[src/rtl/fnd_pkg.sv]
// Shared definitions for the FND scan controller.
//   fnd_state_e : scan sequencer states (IDLE / BLANK / DRIVE)
//   FONT_BLANK  : all segments off (active-low)
//   COM_OFF     : all digit commons off (active-low)
//   NUM_DIGITS  : number of scanned digits
//   SEG_TABLE   : hex nibble -> 7-bit active-low segments {g,f,e,d,c,b,a}
package fnd_pkg;

  typedef enum logic [1:0] {
    IDLE  = 2'd0,
    BLANK = 2'd1,
    DRIVE = 2'd2
  } fnd_state_e;

  localparam logic [7:0]  FONT_BLANK = 8'hFF;
  localparam logic [3:0]  COM_OFF    = 4'hF;
  localparam int unsigned NUM_DIGITS = 4;

  localparam logic [6:0] SEG_TABLE [16] = '{
    7'h40, 7'h79, 7'h24, 7'h30,   // 0 1 2 3
    7'h19, 7'h12, 7'h02, 7'h78,   // 4 5 6 7
    7'h00, 7'h10, 7'h08, 7'h03,   // 8 9 A b
    7'h46, 7'h21, 7'h06, 7'h0E    // C d E F
  };

endpackage

[src/rtl/fnd_font_decoder.sv]
// Combinational hex-to-segment decoder.
//   i_value : 4-bit nibble to display
//   o_seg   : active-low segments {g,f,e,d,c,b,a}
module fnd_font_decoder
  import fnd_pkg::*;
(
  input  logic [3:0] i_value,
  output logic [6:0] o_seg
);

  always_comb begin
    o_seg = SEG_TABLE[i_value];
  end

endmodule

[src/rtl/fnd_scan_controller.sv]
// Time-multiplexed scan sequencer for a 4-digit common-anode FND.
// Each digit slot is SCAN_DIV cycles: BLANK_CYCLES of dead time with all
// commons off, then the selected common is driven for the rest of the slot.
// Optional macro FND_DP_EN adds the i_dp port and drives the decimal point.
//   i_clk        : system clock
//   i_reset_n    : asynchronous reset, active-low
//   i_enable     : 1 = scan, 0 = display dark
//   i_digit_en   : per-digit enable mask (bit 0 = ones)
//   i_mux_value  : nibble returned by the external mux for o_sel
//   i_dp         : per-digit decimal point, 1 = lit (FND_DP_EN only)
//   o_sel        : digit select to the external mux
//   o_fnd_com    : digit commons, active-low
//   o_fnd_font   : segments {dp,g,f,e,d,c,b,a}, active-low
//   o_frame_tick : one-cycle pulse on the 3 -> 0 select wrap
module fnd_scan_controller
  import fnd_pkg::*;
#(
  parameter int unsigned SCAN_DIV     = 100000,
  parameter int unsigned BLANK_CYCLES = 1000
) (
  input  logic       i_clk,
  input  logic       i_reset_n,
  input  logic       i_enable,
  input  logic [3:0] i_digit_en,
  input  logic [3:0] i_mux_value,
`ifdef FND_DP_EN
  input  logic [3:0] i_dp,
`endif
  output logic [1:0] o_sel,
  output logic [3:0] o_fnd_com,
  output logic [7:0] o_fnd_font,
  output logic       o_frame_tick
);

  localparam int unsigned   CW         = $clog2(SCAN_DIV);
  localparam logic [CW-1:0] BLANK_LAST = CW'(BLANK_CYCLES - 1);
  localparam logic [CW-1:0] DRIVE_LAST = CW'(SCAN_DIV - BLANK_CYCLES - 1);

  fnd_state_e    state_q, state_d;
  logic [CW-1:0] cnt_q, cnt_d;
  logic [1:0]    sel_q, sel_d;
  logic [7:0]    font_q, font_d;
  logic          tick_q, tick_d;
  logic [6:0]    seg;
  logic          dp_n;

  fnd_font_decoder u_font_decoder (
    .i_value (i_mux_value),
    .o_seg   (seg)
  );

`ifdef FND_DP_EN
  always_comb begin
    dp_n = ~i_dp[sel_q];
  end
`else
  always_comb begin
    dp_n = 1'b1;
  end
`endif

  always_comb begin
    state_d = state_q;
    cnt_d   = cnt_q + 1'b1;
    sel_d   = sel_q;
    tick_d  = 1'b0;

    unique case (state_q)
      IDLE: begin
        cnt_d = '0;
        sel_d = '0;
        if (i_enable) state_d = BLANK;
      end
      BLANK: begin
        if (cnt_q == BLANK_LAST) begin
          state_d = DRIVE;
          cnt_d   = '0;
        end
      end
      DRIVE: begin
        if (cnt_q == DRIVE_LAST) begin
          state_d = BLANK;
          cnt_d   = '0;
          sel_d   = sel_q + 2'd1;
          tick_d  = (sel_q == 2'd3);
        end
      end
      default: begin
        state_d = IDLE;
        cnt_d   = '0;
        sel_d   = '0;
      end
    endcase

    // Disable overrides everything, including a slot boundary in the same cycle.
    if (!i_enable) begin
      state_d = IDLE;
      cnt_d   = '0;
      sel_d   = '0;
      tick_d  = 1'b0;
    end

    // Font is registered from the mux return of the current select, so it lags
    // o_sel by one cycle; the blank window hides that lag.
    font_d = (state_d == IDLE) ? FONT_BLANK : {dp_n, seg};
  end

  always_ff @(posedge i_clk or negedge i_reset_n) begin
    if (!i_reset_n) begin
      state_q <= IDLE;
      cnt_q   <= '0;
      sel_q   <= '0;
      font_q  <= FONT_BLANK;
      tick_q  <= 1'b0;
    end else begin
      state_q <= state_d;
      cnt_q   <= cnt_d;
      sel_q   <= sel_d;
      font_q  <= font_d;
      tick_q  <= tick_d;
    end
  end

  // Commons follow the digit mask combinationally so mask edits act immediately.
  always_comb begin
    o_fnd_com = COM_OFF;
    if (state_q == DRIVE) o_fnd_com[sel_q] = ~i_digit_en[sel_q];
  end

  assign o_sel        = sel_q;
  assign o_fnd_font   = font_q;
  assign o_frame_tick = tick_q;

endmodule

[config.mk]
export PLATFORM = sky130hd
export DESIGN_NAME = fnd_scan_controller
export DESIGN_NICKNAME = d
export VERILOG_FILES = /design/src/rtl/fnd_pkg.sv /design/src/rtl/fnd_font_decoder.sv /design/src/rtl/fnd_scan_controller.sv
export SDC_FILE = /design/constraint.sdc
export NUM_CORES = 1
export LEC_CHECK = 0
export ABC_CLOCK_PERIOD_IN_PS = 4350
export BUFFER_PORTS_ARGS = -buffer_cell sky130_fd_sc_hd__clkbuf_2
export CAP_MARGIN = 20
export CORE_AREA = 2 2 70 72
export DETAILED_ROUTE_END_ITERATION = 8
export DIE_AREA = 0 0 72 74
export PLACE_DENSITY = 0.66
export REMOVE_ABC_BUFFERS = 1
export SLEW_MARGIN = 30
export SYNTH_ARGS = -nofsm -noshare
export SYNTH_HDL_FRONTEND = slang
export SYNTH_SLANG_ARGS = --single-unit
[constraint.sdc]
create_clock -name i_clk -period 4.35 [get_ports i_clk]
set_input_delay 0.6525 -clock i_clk [delete_from_list [all_inputs] [get_ports i_clk]]
set_output_delay 0.6525 -clock i_clk [all_outputs]
set_load 0.01 [all_outputs]
==> summary.txt <==
Critical Path AT -> 1680 ps
Clock network fraction of total power -> 43.8%
ANT nets after route -> 0
Clk sinks -> 29
WS Path Type -> reg2out
Yosys reg bits -> 29
Syn Std Cell Area -> 1810 sq um
Hold buffer count at cts -> 0
Crit-path max cell delay -> 530 ps
Root Driver -> clkbuf_8
Worst skew pair latency -> 280 ps
Required @ worst endpoint -> 3700 ps
Share of layout cells above drive strength 1 -> 21.6%
Post-synth top area cell -> dfrtp_1
Share of the synthesized area in the top cell type -> 30.4%
Die W -> 72 microns
Area growth syn-to-layout -> 14.2%
Worst path cell trace -> mux4_2 -> and2_1 -> nand2_1 -> clkbuf_2
Vias -> 1347
Dpl hpwl -> 2380 microns
Nets@finish -> 238
Worst-margin pin slew -> 716 ps
Final setup vio count -> 0
Internal power -> 504 uW
Initial Util -> 39.3%
Antenna diodes -> 0
Syn Area/Cell -> 9.57 sq um
Core Box Area -> 4600 sq um
Slew HR -> 52.2%
Cell area power density -> 318 nW/um^2
Crit-path max FO -> 6
Worst-path cell with the longest stage delay -> mux4_2
Setup TNS -> 0 ps
Postcts setup bufs -> 0
Synth top area cells -> dfrtp_1 30%, ha_1 10%, dfstp_2 10%
Period utilisation layout -> 53.5%
Commonest non-fill, non-tap cell in the layout -> nor2_1
Startpoint Class -> flop
Status -> finished clean
Pin count of the biggest net entering global routing -> 30
RSZ-0062 raised after global routing -> false
H-tree depth -> 2
Hold Violations, Final -> 0
Port Buf Inserts -> 24
MaxCap Viol Count -> 0
CTS tree -> built
GPL Wtd Cong -> 0.828
DR WL/cell -> 12.0 microns
Vias in the first global route -> 1315
Synth warnings -> 0
Tmin final -> 2330 ps
P_sw -> 154 uW
Combinational share of power -> 12.2%
Share of synthesized registers carrying an async set or reset -> 100%
Post-synthesis sequential area ratio -> 40.6%
WL final -> 3220 microns
Mapped Cells -> 189
DRT Pass-1 Iters -> 4
Fmax -> 430 MHz
I/O pin count -> 26
TritonCTS buffer count -> 5
Setup crit end kind -> output port
Fill count -> 452
Via density -> 5.04
All-Layer GR Usage -> 14.6%
Skew final -> 7.57 ps
Hold/Removal Path Class -> in2async
DRC Markers -> 0
Flop pwr share -> 44.0%
Leakage -> 0.000867 uW
Max clock buf depth -> 2
Multi-input gate area -> 980 sq um
Initial antenna violation count -> 0
Commonest non-fill, non-tap cells in the layout -> 29 x nor2_1, 24 x clkbuf_2, 22 x nand2_1, 22 x dfrtp_1, 15 x ha_1
First-pass GRT wire length -> 5980 microns
Site Rows -> 25
Main flop type after synthesis -> dfrtp_1
Switching Fraction -> 23.4%
Register area -> 734 sq um
1st-iter DRT viols -> 70
Total gr overflow -> 0
Clk pin slew, worst setup/hold paths -> 70 ps
EDFF count, synth -> 0
Resized cells post-CTS -> 0
Peak VDD IR -> 0.145 mV
Final core utilization -> 45.0%
Die Y-Extent -> 74 microns
Slew Limit Fails -> 0
Full die area -> 5330 sq um
Post-synthesis cell type count -> 41
[through the flow]
stage	hold WS (ps)	std cells	total power [uW]	cell area, sq um	setup WS [ps]
4_1_cts	438	267	667	2070	2000
5_1_grt	473	267	691	2070	1930
3_3_place_gp	478	259	375	1950	2140
3_5_place_dp	481	259	376	1950	2110
2_1_floorplan	357	181	344	1760	2310
6_report	412	267	658	2070	2020
[routing by layer]
layer  track usage [%]  routed length (microns)  share of wire (%)
met1              18.6                     1520                 47
met2              23.4                     1480                 46
met3              2.85                      130                4.0
met4              8.81                       84                2.6
met5                 0                        0                  0
[worst max-delay path: cells and delay by family (launching register included)]
| kind | cells | cell delay, ps |
|---|---|---|
| buf+inv | 1 | 120 |
| flops | 1 | 460 |
| mux | 1 | 530 |
| simple gates | 2 | 290 |
[power by group through the flow]
stage,Sequential (uW),Combinational (uW),Clock [uW]
floorplan,299,45.9,0
global placement,295,80.1,0
detailed placement,294,81.8,0
CTS,290,81.9,296
global route,291,91.4,309
finish,290,80.3,288
[cells in the mapped netlist, types with 4 or more instances]
cell and instances:
nor2_1 29, dfrtp_1 22, nand2_1 22, ha_1 15, inv_1 13, xor2_1 8
dfstp_2 7, xnor2_1 7, nand3_1 6, nand4_1 6, o21ai_0 6, nor3_1 4
[logic make-up (layout without fill, tap and decap cells)]
family                     count (synthesis)  after routing  synth area share (%)
AOI/OAI and AO/OA                         20             20                  9.96
xor gates and xnor gates                  15             15                  7.26
adders and majority gates                 15             15                  10.4
buffers and inverters                     21             45                  5.26
DFF                                       29             29                  40.6
muxes                                      5              5                  4.15
other                                      1              1                 0.207
and+or+nand+nor                           83             83                  22.2
[state kept, by name (all words and copies together) (netlist names)]
name / flops
o_sel: 2
o_fnd_font: 7
o_frame_tick: 1
state_q: 2
cnt_q: 17
[final timing paths]
| path | slack, ps | end | from | cells after the start |
|---|---|---|---|---|
| max | 2020 | o_fnd_com[0] | o_sel[0] | 4 |
| max in group asynchronous | 3480 | cnt_q[12] | i_reset_n | 1 |
| min | 410 | cnt_q[9] | i_reset_n | 1 |
| max reg2reg | 2240 | cnt_q[14] | cnt_q[10] | 5 |
| min in group i_clk | 490 | cnt_q[0] | cnt_q[0] | 1 |
| min reg2reg | 490 | cnt_q[0] | cnt_q[0] | 1 |
[cell type report]
| type | count | share of cell area [%] |
|---|---|---|
| Multi-Input combinational cell | 139 | 47.4 |
| Sequential cell | 29 | 35.5 |
| Timing Repair Buffer | 24 | 5.81 |
| Clock buffer | 7 | 4.18 |
| Tap cell | 54 | 3.27 |
| Inverter | 13 | 2.36 |
| Clock inverter | 1 | 1.45 |
No activity file was read; power rests on OpenSTA's default activity.
